File: src/rtl/serial_subtractor.sv
// Multi-cycle subtractor: a - b - borrow_in over WIDTH/CHUNK cycles, LSB chunk first,
// with the inter-chunk borrow held in a register.
module serial_subtractor #(
    parameter int WIDTH = 8,
    parameter int CHUNK = 1
) (
    input  logic             clk,
    input  logic             rst_n,
    input  logic             start,
    input  logic [WIDTH-1:0] a,
    input  logic [WIDTH-1:0] b,
    input  logic             borrow_in,
    output logic             busy,
    output logic             done,
    output logic [WIDTH-1:0] diff,
    output logic             borrow_out,
    output logic             zero,
    output logic             ovf,
    output logic [0:0]       state_dbg
);

    localparam int NCHUNK = WIDTH / CHUNK;
    localparam int CW     = (NCHUNK > 1) ? $clog2(NCHUNK) : 1;

    localparam logic [0:0] IDLE = 1'b0;
    localparam logic [0:0] RUN  = 1'b1;

    // Handshake: an operation is accepted on any edge where start is high and busy is low;
    // start is ignored (not queued) while busy. done pulses for one cycle when the result
    // registers update, and that cycle is already idle, so start there is accepted.

    logic [0:0]       state;
    logic [CW-1:0]    cnt;
    logic [WIDTH-1:0] wa;
    logic [WIDTH-1:0] wb;
    logic             brw;
    logic             a_msb;
    logic             b_msb;
    logic [CHUNK:0]   chunk_res;
    logic [WIDTH-1:0] result;
    logic             last;
    logic             accept;

    assign accept    = (state == IDLE) && start;
    assign last      = (cnt == CW'(NCHUNK - 1));
    assign chunk_res = {1'b0, wa[CHUNK-1:0]} - {1'b0, wb[CHUNK-1:0]} - {{CHUNK{1'b0}}, brw};
    assign busy      = (state == RUN);
    assign state_dbg = state;

    // Only the upper WIDTH-CHUNK bits of the partial difference need storage: the
    // newest chunk enters at the top and the final chunk goes straight to diff.
    if (NCHUNK > 1) begin : g_acc
        logic [WIDTH-CHUNK-1:0] acc;

        assign result = {chunk_res[CHUNK-1:0], acc};

        always_ff @(posedge clk or negedge rst_n) begin
            if (!rst_n) begin
                acc <= '0;
            end else if (accept) begin
                acc <= '0;
            end else if (state == RUN) begin
                acc <= result[WIDTH-1:CHUNK];
            end
        end
    end else begin : g_single
        assign result = chunk_res[CHUNK-1:0];
    end

    always_ff @(posedge clk or negedge rst_n) begin
        if (!rst_n) begin
            state      <= IDLE;
            cnt        <= '0;
            wa         <= '0;
            wb         <= '0;
            brw        <= 1'b0;
            a_msb      <= 1'b0;
            b_msb      <= 1'b0;
            done       <= 1'b0;
            diff       <= '0;
            borrow_out <= 1'b0;
            zero       <= 1'b0;
            ovf        <= 1'b0;
        end else begin
            case (state)
                IDLE: begin
                    done <= 1'b0;
                    if (start) begin
                        wa    <= a;
                        wb    <= b;
                        brw   <= borrow_in;
                        a_msb <= a[WIDTH-1];
                        b_msb <= b[WIDTH-1];
                        cnt   <= '0;
                        state <= RUN;
                    end
                end
                RUN: begin
                    wa   <= wa >> CHUNK;
                    wb   <= wb >> CHUNK;
                    brw  <= chunk_res[CHUNK];
                    cnt  <= cnt + CW'(1);
                    done <= last;
                    if (last) begin
                        diff       <= result;
                        borrow_out <= chunk_res[CHUNK];
                        zero       <= (result == '0);
                        ovf        <= (a_msb != b_msb) && (result[WIDTH-1] != a_msb);
                        cnt        <= '0;
                        state      <= IDLE;
                    end
                end
                default: begin
                    state <= IDLE;
                    done  <= 1'b0;
                end
            endcase
        end
    end

endmodule

File: config.mk
export PLATFORM = sky130hd
export DESIGN_NAME = serial_subtractor
export DESIGN_NICKNAME = d
export VERILOG_FILES = /design/src/rtl/serial_subtractor.sv
export SDC_FILE = /design/constraint.sdc
export NUM_CORES = 1
export LEC_CHECK = 0
export ABC_AREA = 1
export CAP_MARGIN = 20
export CORE_ASPECT_RATIO = 1.4
export CORE_MARGIN = 2
export CORE_UTILIZATION = 46
export CTS_CLUSTER_DIAMETER = 200
export DETAILED_ROUTE_END_ITERATION = 6
export GPL_ROUTABILITY_DRIVEN = 0
export PLACE_DENSITY_LB_ADDON = 0.15
export SKIP_LAST_GASP = 1
export SLEW_MARGIN = 20
export SYNTH_ARGS = -nofsm -noshare
export SYNTH_HDL_FRONTEND = slang
export SYNTH_SLANG_ARGS = --single-unit
File: constraint.sdc
create_clock -name clk -period 1.3 [get_ports clk]
set_input_delay 0.13 -clock clk [delete_from_list [all_inputs] [get_ports clk]]
set_output_delay 0.13 -clock clk [all_outputs]
set_load 0.05 [all_outputs]
==> key figures, run 1 <==
Min path
  • Path class of the lowest-slack min-delay path: in -> async

Outcome
  • Failing checks: negative setup slack
  • Result of the run: finished with violations

Worst setup path
  • Cell type of the slowest stage on the worst timing path: fa_2
  • Critical path class: reg -> reg
  • Gate family responsible for the most delay along the worst path: adder cells
  • Type of element launching the critical path: register
  • Data arrival, critical path: between 1.5 and 2 ns
  • Buf/Inv on CP: 1
  • Crit-path most repeated cell: nand2_1
  • Kind of capture point of the worst setup path: register
  • Delay of the slowest cell on the worst path: about 0.6 ns
  • Crit path required time: 1.54 ns
  • Highest fanout seen on the critical path: 5
  • Critical Path, Cell by Cell: inv_2, fa_2, nand2_1, nor2_1, nand3_1, nand2_1

Layout
  • N_diodes: 0
  • Area added between synthesis and finish: 40.1%
  • Commonest cells after routing, fill and taps aside: nand2_1, dfrtp_1, clkdlybuf4s50_1, nand3_1, buf_12
  • Final std cell area, no fill: 2450 µm²
  • Most common library cell in the layout ignoring fill and taps: nand2_1
  • Fraction of layout cells with a size suffix above 1: ~20%
  • Total Nets Final: around 260
  • Post-route core utilization: between 60% and 70%

Global route
  • Vias in the first global route: 1459
  • Maximum number of pins on one net before global-route repair: 21
  • Tot GR Track Use: 18.2%
  • Global route overflow: 0
  • Number of antenna violations at the first check in global routing: 0
  • First-pass GRT wire length: a little over 6000 µm

Routing
  • DRC Markers: 0
  • Final ANT Viol Nets: 0
  • First-pass detailed-route iteration total: 4
  • Number of vias per cell: 5.08
  • DRT met1 WL: between 1000 and 1500 µm
  • Drt wl/cell: approximately 13 µm
  • Routed wire length: between 3000 and 4000 µm
  • Uppermost signal routing layer after detailed routing: met4
  • Number of DRC markers after the initial detailed-route iteration: 41
  • Routed met3 length: 153 µm
  • Via total after detailed routing: 1407
  • Routed wire length on met2: about 1900 µm

Power
  • Post-route total power: approximately 6.2 mW
  • Power Density: 2540 nW/µm²
  • Peak ir drop on the vdd network: 1470 µV
  • Leakage power summed over all cells: ~1.2 nW

Place
  • # port buffers: 33
  • Instance area at placement: ~2300 µm²
  • Detail Placement HPWL: roughly 2600 µm
  • Minimum setup slack after placement: -0.0763 ns

Timing
  • Post-route setup slack: -0.0660 ns
  • Final-report setup violation count: 2
  • Worst slew margin relative to its limit: 76.0%
  • Worst clock skew: about 0.0035 ns
  • Minimum clock period: around 1.4 ns
  • Final slew viol count: 0
  • Final worst-path cycle share: 105%
  • Setup repair after global routing missed its margin: true
  • Hold WS: between 0.2 and 0.3 ns
  • Final Hold Viols: 0
  • Worst slew pin tran: ~0.36 ns
  • Fmax: between 700 and 800 MHz

Clock tree
  • Clock Root Buffer: clkbuf_8
  • Total CTS buffers: 5
  • Number of clock sinks: 42
  • Buffer depth of the longest clock path: 2
  • CTS HTree Levels: 2
  • Clock network latency to the later pin of the worst-skew pair: 0.29 ns
  • Clock-pin slew of the registers on the worst-case setup and hold paths: 0.08 ns
  • CTS tree: done

Logic synthesis
  • Number of synthesized register bits: 42
  • Distinct cells, synth: 20
  • Net Count, Synth: roughly 210
  • Synthesized netlist cell count: 185
  • Post-synthesis average cell area: 9.47 µm²
  • Post-synthesis instance area: between 1500 and 2000 µm²
  • Number of warning messages in the yosys log: 0
  • Sequential fraction of the synthesis area: 60.0%

Floorplan
  • Core Box Area: about 3600 µm²
  • Number of I/O pins: 34
  • Floorplan row count: 26
  • Die height: around 77 µm
  • Die Width: 56.2 µm
  • Initial core utilization: ~48%
  • Die Outline Area: between 4000 and 5000 µm²

Job
  • Max Cap Viol: 0
synthesized netlist by cell type:
| cell | n | area [µm²] |
|---|---|---|
| nand3_1 | 16 | 80.1 |
| dfrtp_1 | 42 | 1050 |
| inv_1 | 10 | 37.5 |
| buf_6 | 4 | 45.0 |
| nor2_1 | 7 | 26.3 |
| o21ai_0 | 10 | 50.1 |
| buf_4 | 2 | 15.0 |
| clkinv_1 | 1 | 3.75 |
| nor2_8 | 1 | 20.0 |
| inv_2 | 1 | 3.75 |
| o21bai_1 | 1 | 7.51 |
| fa_1 | 1 | 20.0 |
| nor2_4 | 1 | 11.3 |
| nand2_1 | 74 | 278 |
| o22ai_1 | 7 | 43.8 |
| a22o_1 | 1 | 8.76 |
| o211ai_1 | 1 | 7.51 |
| ha_1 | 2 | 25.0 |
| buf_2 | 1 | 5.00 |
| nand2_2 | 2 | 12.5 |
final timing paths:
path | slack, ns | to | depth (start not counted) | from
setup / recovery | -0.07 | zero$_DFFE_PN0P_ | 6 | wa[0]$_DFFE_PN0P_
hold / removal | 0.27 | diff[5]$_DFFE_PN0P_ | 2 | rst_n
setup reg to reg | -0.07 | zero$_DFFE_PN0P_ | 6 | wa[0]$_DFFE_PN0P_
hold reg to reg | 0.50 | wb[7]$_DFFE_PN0P_ | 2 | wb[7]$_DFFE_PN0P_
max in group asynchronous | 0.56 | busy$_DFF_PN0_ | 3 | rst_n
min in group clk | 0.38 | wa[1]$_DFFE_PN0P_ | 3 | a[1]
registers in the layout, indices dropped and copies added (netlist names), 3 cells and up:
name	flops
diff	8
wa	8
wb	8
g_acc.acc	7
cnt	3
repair_timing:
item                       4_1_cts  5_1_grt
setup buffers                    2        1
gates resized for setup          1        4
hold endpoints to repair        13        0
hold buffers                     1        0
pin swaps                        0        1
setup endpoints to repair        9       12
stage by stage:
step | setup TNS [ns] | cells
finish | -0.0682 | 277
global placement | -0.0106 | 265
global route | -0.227 | 277
detailed placement | -0.176 | 265
CTS | -0.221 | 276
floorplan | 0 | 185
final cells by class:
cell class	count	area (µm²)
clock buffers	7	86.3
clock inverters	1	5.00
fillers	292	1190
inverters	12	45.0
multi-input cells	124	601
flip-flops and latches	42	1050
well taps	42	52.6
repair buffers	49	613
cell families (layout without fill, tap and decap cells):
logic type	count (synthesis)	after routing	share of synthesized area [%]
flops	42	42	60.0
fa+ha+maj	3	3	2.57
simple gates	101	101	24.4
compound gates	20	20	6.71
buf+inv	19	69	6.28
worst reg2reg max path: cells and delay by family, from the launching register on:
kind,cells,cell delay (ns)
flops,1,0.35
simple gates,4,0.32
fa+ha+maj,1,0.60
buf+inv,1,0.05
per-layer routing:
layer | vias up | GRT usage [%]
li1 | 682 | -
met1 | 682 | 20.2
met2 | 35 | 32.2
met3 | 8 | 4.55
met4 | 0 | 8.10
met5 | - | 0
power breakdown:
| part | internal [mW] | leakage [nW] | switching (mW) |
|---|---|---|---|
| clock | 0.428 | 0.0482 | 0.437 |
| sequential | 1.85 | 0.539 | 0.354 |
| combinational | 1.47 | 0.611 | 1.69 |
Note: power is estimated with default switching activity, not from simulation.
==> run 2, diff against run 1 <==
--- a/config.mk
+++ b/config.mk
@@ -13,6 +13,7 @@
 export CTS_CLUSTER_DIAMETER = 200
 export DETAILED_ROUTE_END_ITERATION = 6
 export GPL_ROUTABILITY_DRIVEN = 0
+export GPL_TIMING_DRIVEN = 0
 export PLACE_DENSITY_LB_ADDON = 0.15
 export SKIP_LAST_GASP = 1
 export SLEW_MARGIN = 20
==> key figures, run 2 (synthesis results as in run 1) <==
Outcome
  • Result of the run: finished with violations
  • Failing checks: negative setup slack

Worst setup path
  • RR Endpoint: zero$_DFFE_PN0P_
  • Crit path required time: ~1.5 ns
  • Logic depth of the worst register-to-register path: 5
  • Kind of capture point of the worst setup path: register
  • Worst setup slack for register-to-register paths: -0.08 ns
  • Critical path class: reg -> reg
  • Type of element launching the critical path: register
  • Highest fanout seen on the critical path: 5
  • Reg2Reg Launch Point: brw$_DFFE_PN0P_
  • Data arrival, critical path: approximately 1.6 ns

Timing
  • Hold WS: approximately 0.28 ns
  • Final worst-path cycle share: 106%
  • Worst slew margin relative to its limit: between 60% and 70%
  • Fmax: roughly 730 MHz
  • Worst slew pin tran: 0.488 ns
  • Final slew viol count: 0
  • Final Hold Viols: 0
  • Post-route setup slack: -0.0766 ns
  • Worst clock skew: 0.00462 ns
  • Setup repair after global routing missed its margin: true
  • Minimum clock period: around 1.4 ns
  • Final-report setup violation count: 2

Clock tree
  • CTS HTree Levels: 2
  • Clock network latency to the later pin of the worst-skew pair: around 0.29 ns
  • Buffer depth of the longest clock path: 2
  • Clock Root Buffer: clkbuf_8
  • Total CTS buffers: 5
  • CTS tree: done
  • Number of clock sinks: 42
  • Clock-pin slew of the registers on the worst-case setup and hold paths: 0.07 ns

Power
  • Power Density: around 2400 nW/µm²
  • Peak ir drop on the vdd network: 1480 µV
  • P_sw: 2.33 mW
  • Flop pwr share: between 30% and 40%
  • Clock power share: between 10 and 15%
  • Leakage power summed over all cells: between 1 and 1.5 nW
  • Switching part of the total power: a little over two fifths
  • Cell-internal power: between 3 and 4 mW
  • Combinational Power Share: a little under half

Floorplan
  • Initial core utilization: about 48%
  • Die Width: between 50 and 60 µm
  • Floorplan row count: 26
  • Die Outline Area: 4320 µm²
  • Number of I/O pins: 34
  • Die height: 77.0 µm
  • Core Box Area: ~3600 µm²

Global route
  • Tot GR Track Use: between 10% and 20%
  • Global route overflow: 0
  • Number of antenna violations at the first check in global routing: 0
  • Vias in the first global route: 1464
  • First-pass GRT wire length: 6310 µm
  • Maximum number of pins on one net before global-route repair: 29

Layout
  • Non-Filler Instances: 270
  • Commonest cells after routing, fill and taps aside: nand2_1, dfrtp_1, clkdlybuf4s50_1, nand3_1
  • Largest registers: diff (8), wa (8), wb (8)
  • Most common library cell in the layout ignoring fill and taps: nand2_1
  • Fraction of layout cells with a size suffix above 1: roughly 15%
  • Area added between synthesis and finish: 26.4%
  • Final std cell area, no fill: ~2200 µm²
  • N_diodes: 0
  • Total Nets Final: roughly 250

Job
  • Max Cap Viol: 0

Routing
  • Number of DRC markers after the initial detailed-route iteration: 55
  • DRC Markers: 0
  • Final ANT Viol Nets: 0
  • Number of vias per cell: about 5
  • Drt wl/cell: roughly 13 µm
  • Via total after detailed routing: 1364
  • First-pass detailed-route iteration total: 4
  • Routed wire length: approximately 3500 µm

Place
  • Instance area at placement: between 2000 and 2500 µm²
  • # port buffers: 33
  • Detail Placement HPWL: around 2600 µm
  • Number of placed instances, taps included: 261

Min path
  • Path class of the lowest-slack min-delay path: in -> async
-- run 2: cell type report --
| class | count | area [µm²] |
|---|---|---|
| plain buffers | 7 | 71.3 |
| clock buffers | 7 | 76.3 |
| fillers | 331 | 1430 |
| inverters | 12 | 45.0 |
| multi-input cells | 124 | 603 |
| flip-flops and latches | 42 | 1050 |
| well taps | 42 | 52.6 |
| repair buffers | 36 | 313 |
-- run 2: what timing repair did --
| item | in CTS | in global routing |
|---|---|---|
| endpoints found under the setup margin | 26 | 24 |
| setup buffers | 0 | 1 |
| hold buffers | 1 | 0 |
| hold endpoints to repair | 14 | 0 |
| pin swaps | 2 | 2 |
| resized for setup | 24 | 20 |
-- run 2: worst max path at each step --
stage | start | end | slack (ns) | depth (start not counted)
after global placement | rst_n | busy$_DFF_PN0_ | -1.03 | 1
final | brw$_DFFE_PN0P_ | zero$_DFFE_PN0P_ | -0.08 | 5
after detailed placement | cnt[0]$_DFFE_PN0P_ | diff[0]$_DFFE_PN0P_ | -0.16 | 5
after floorplan | wb[0]$_DFFE_PN0P_ | ovf$_DFFE_PN0P_ | 0.03 | 4
after global routing | brw$_DFFE_PN0P_ | zero$_DFFE_PN0P_ | -0.18 | 5
after CTS | busy$_DFF_PN0_ | state_dbg | -0.18 | 2
-- run 2: stage by stage --
stage / TNS [ns] / setup WS, ns / power (mW) / util (%)
detailed placement: -1.64 / -0.161 / 4.77 / 59.0
global placement: -38.53 / -1.03 / 4.68 / 58.6
global route: -0.791 / -0.184 / 5.85 / 60.7
CTS: -1.34 / -0.184 / 5.47 / 61.3
floorplan: 0 / 0.0321 / 3.96 / -
finish: -0.135 / -0.0766 / 5.42 / 60.7
-- run 2: power by group through the flow --
stage                     Sequential [mW]  Clock, mW  Combinational, mW
after floorplan                      2.66          0               1.30
after global placement               2.12          0               2.55
after detailed placement             2.15          0               2.62
after CTS                            2.13      0.794               2.55
after global routing                 2.20      0.865               2.79
final                                2.14      0.768               2.51
-- run 2: critical path: stages (launching register included) --
cell	delay, ns
dfrtp_1	0.40
fa_2	0.63
nand2_1	0.06
nor2_1	0.09
nand3_1	0.08
nand2_1	0.06
-- run 2: metal layers --
metal  GRT usage, %  part of all wire [%]
met5              0                     0
met4           6.19                   1.7
met3           5.40                   4.4
met2           32.2                    53
met1           21.1                    41
==> run 3, diff against run 2 <==
--- a/config.mk
+++ b/config.mk
@@ -15,6 +15,8 @@
 export GPL_ROUTABILITY_DRIVEN = 0
 export GPL_TIMING_DRIVEN = 0
 export PLACE_DENSITY_LB_ADDON = 0.15
+export REMOVE_ABC_BUFFERS = 1
+export SETUP_SLACK_MARGIN = 0.2
 export SKIP_LAST_GASP = 1
 export SLEW_MARGIN = 20
 export SYNTH_ARGS = -nofsm -noshare
==> key figures, run 3 (synthesis results as in run 1) <==
Outcome
  • Result of the run: finished with violations
  • Failing checks: negative setup slack

Timing
  • Post-route setup slack: -0.106 ns
  • Setup repair after global routing missed its margin: true
  • Worst slew margin relative to its limit: between 60 and 70%
  • Final-report setup violation count: 2
  • Worst clock skew: between 0.003 and 0.004 ns
  • Fmax: a little over 700 MHz
  • Minimum clock period: between 1 and 1.5 ns
  • Worst slew pin tran: between 0.4 and 0.5 ns
  • Final worst-path cycle share: 108%
  • Final Hold Viols: 0
  • Final slew viol count: 0

Floorplan
  • Die Outline Area: between 4000 and 5000 µm²
  • Die height: 77.0 µm
  • Core Box Area: roughly 3600 µm²
  • Floorplan row count: 26
  • Die Width: roughly 56 µm
  • Initial core utilization: between 40% and 50%
  • Number of I/O pins: 34

Global route
  • Global route overflow: 0
  • First-pass GRT wire length: around 7000 µm
  • Tot GR Track Use: 20.8%
  • Maximum number of pins on one net before global-route repair: 28
  • Vias in the first global route: about 1500
  • Number of antenna violations at the first check in global routing: 0

Power
  • Power Density: about 2500 nW/µm²
  • Leakage power summed over all cells: 1.25 nW
  • Post-route total power: 6.50 mW
  • Peak ir drop on the vdd network: ~1400 µV

Routing
  • Final ANT Viol Nets: 0
  • Drt wl/cell: between 10 and 15 µm
  • Via total after detailed routing: 1507
  • Number of DRC markers after the initial detailed-route iteration: 27
  • Number of vias per cell: 5.20
  • Routed wire length: ~4200 µm
  • First-pass detailed-route iteration total: 4
  • DRC Markers: 0

Worst setup path
  • Logic depth of the worst register-to-register path: 5
  • Reg2Reg Launch Point: wb[0]$_DFFE_PN0P_
  • Worst setup slack for register-to-register paths: -0.11 ns
  • Highest fanout seen on the critical path: 5
  • RR Endpoint: zero$_DFFE_PN0P_
  • Crit path required time: between 1.5 and 2 ns
  • Data arrival, critical path: 1.64 ns
  • Critical path class: reg -> reg
  • Kind of capture point of the worst setup path: register
  • Type of element launching the critical path: register

Place
  • Minimum setup slack after placement: -0.747 ns
  • Detail Placement HPWL: 2260 µm
  • # port buffers: 33

Layout
  • Commonest cells after routing, fill and taps aside: nand2_1, dfrtp_1, clkdlybuf4s50_1, nand3_1
  • Fraction of layout cells with a size suffix above 1: between 30% and 40%
  • Largest registers: diff (8), wa (8), wb (8)
  • Most common library cell in the layout ignoring fill and taps: nand2_1
  • Area added between synthesis and finish: 45.6%
  • N_diodes: 0
  • Total Nets Final: ~270

Clock tree
  • Clock Root Buffer: clkbuf_8
  • Buffer depth of the longest clock path: 2
  • CTS HTree Levels: 2
  • CTS tree: done
  • Number of clock sinks: 42
  • Clock-pin slew of the registers on the worst-case setup and hold paths: 0.07 ns
  • Clock network latency to the later pin of the worst-skew pair: 0.30 ns
  • Total CTS buffers: 5

Min path
  • Path class of the lowest-slack min-delay path: in -> async

Job
  • Max Cap Viol: 0
[run 3: cell types whose count changed in the layout (fill, tap and decap cells not counted), sizes merged]
| cell | previous run | this run |
|---|---|---|
| clkdlybuf4s50 | 18 | 17 |
| clkbuf | 17 | 8 |
| clkdlybuf4s15 | 3 | 0 |
| buf | 10 | 36 |
| nor2 | 9 | 15 |
| dlygate4sd2 | 1 | 2 |
[run 3: final cells by class]
cell class	count	area [µm²]
fillers	297	1090
flip-flops and latches	42	1050
multi-input cells	130	779
repair buffers	57	522
clock buffers	7	76.3
inverters	12	65.1
well taps	42	52.6
[run 3: worst max-delay path: stages (launching register included)]
cell,delay (ns)
dfrtp_1,0.41
fa_2,0.61
nand2_1,0.08
nor2_1,0.11
nand3_1,0.09
nand2_1,0.06
[run 3: how the worst max path moves through the flow]
stage                       from                end  depth (start not counted)
2_1_floorplan     busy$_DFF_PN0_  wa[0]$_DFFE_PN0P_                          3
3_3_place_gp               rst_n  wa[3]$_DFFE_PN0P_                          1
3_5_place_dp      busy$_DFF_PN0_  wa[0]$_DFFE_PN0P_                          3
4_1_cts        wb[0]$_DFFE_PN0P_   zero$_DFFE_PN0P_                          5
5_1_grt        wa[0]$_DFFE_PN0P_   zero$_DFFE_PN0P_                          6
6_report       wb[0]$_DFFE_PN0P_   zero$_DFFE_PN0P_                          5
[run 3: power breakdown]
part / internal (mW) / switching (mW) / total, mW
clock: 0.370 / 0.426 / 0.796
sequential: 1.85 / 0.354 / 2.21
combinational: 1.46 / 2.03 / 3.49
[run 3: metal layers]
layer	GRT usage [%]	part of all wire (%)
met5	0	0
met1	22.8	38
met3	4.05	4.0
met4	11.0	2.8
met2	37.2	55
[run 3: through the flow]
| stage | instances | area (µm²) | hold WS [ns] | util [%] | setup TNS (ns) |
|---|---|---|---|---|---|
| final | 290 | 2550 | 0.287 | 70.0 | -0.160 |
| after global routing | 290 | 2550 | 0.306 | 70.0 | -0.398 |
| after CTS | 285 | 2410 | 0.299 | 66.0 | -0.0783 |
| after detailed placement | 254 | 2080 | 0.0787 | 57.2 | -17.89 |
| after global placement | 253 | 2070 | 0.461 | 56.8 | -57.20 |
| after floorplan | 178 | 1690 | -0.166 | - | -31.80 |
[run 3: timing repair]
action                                  CTS  global route
gates cloned                              6             0
hold buffers                              1             0
resized for setup                       105            33
endpoints found under the hold margin    15             0
endpoints found under the setup margin   56            44
buffers inserted                         17             5
pin swaps                                10            35
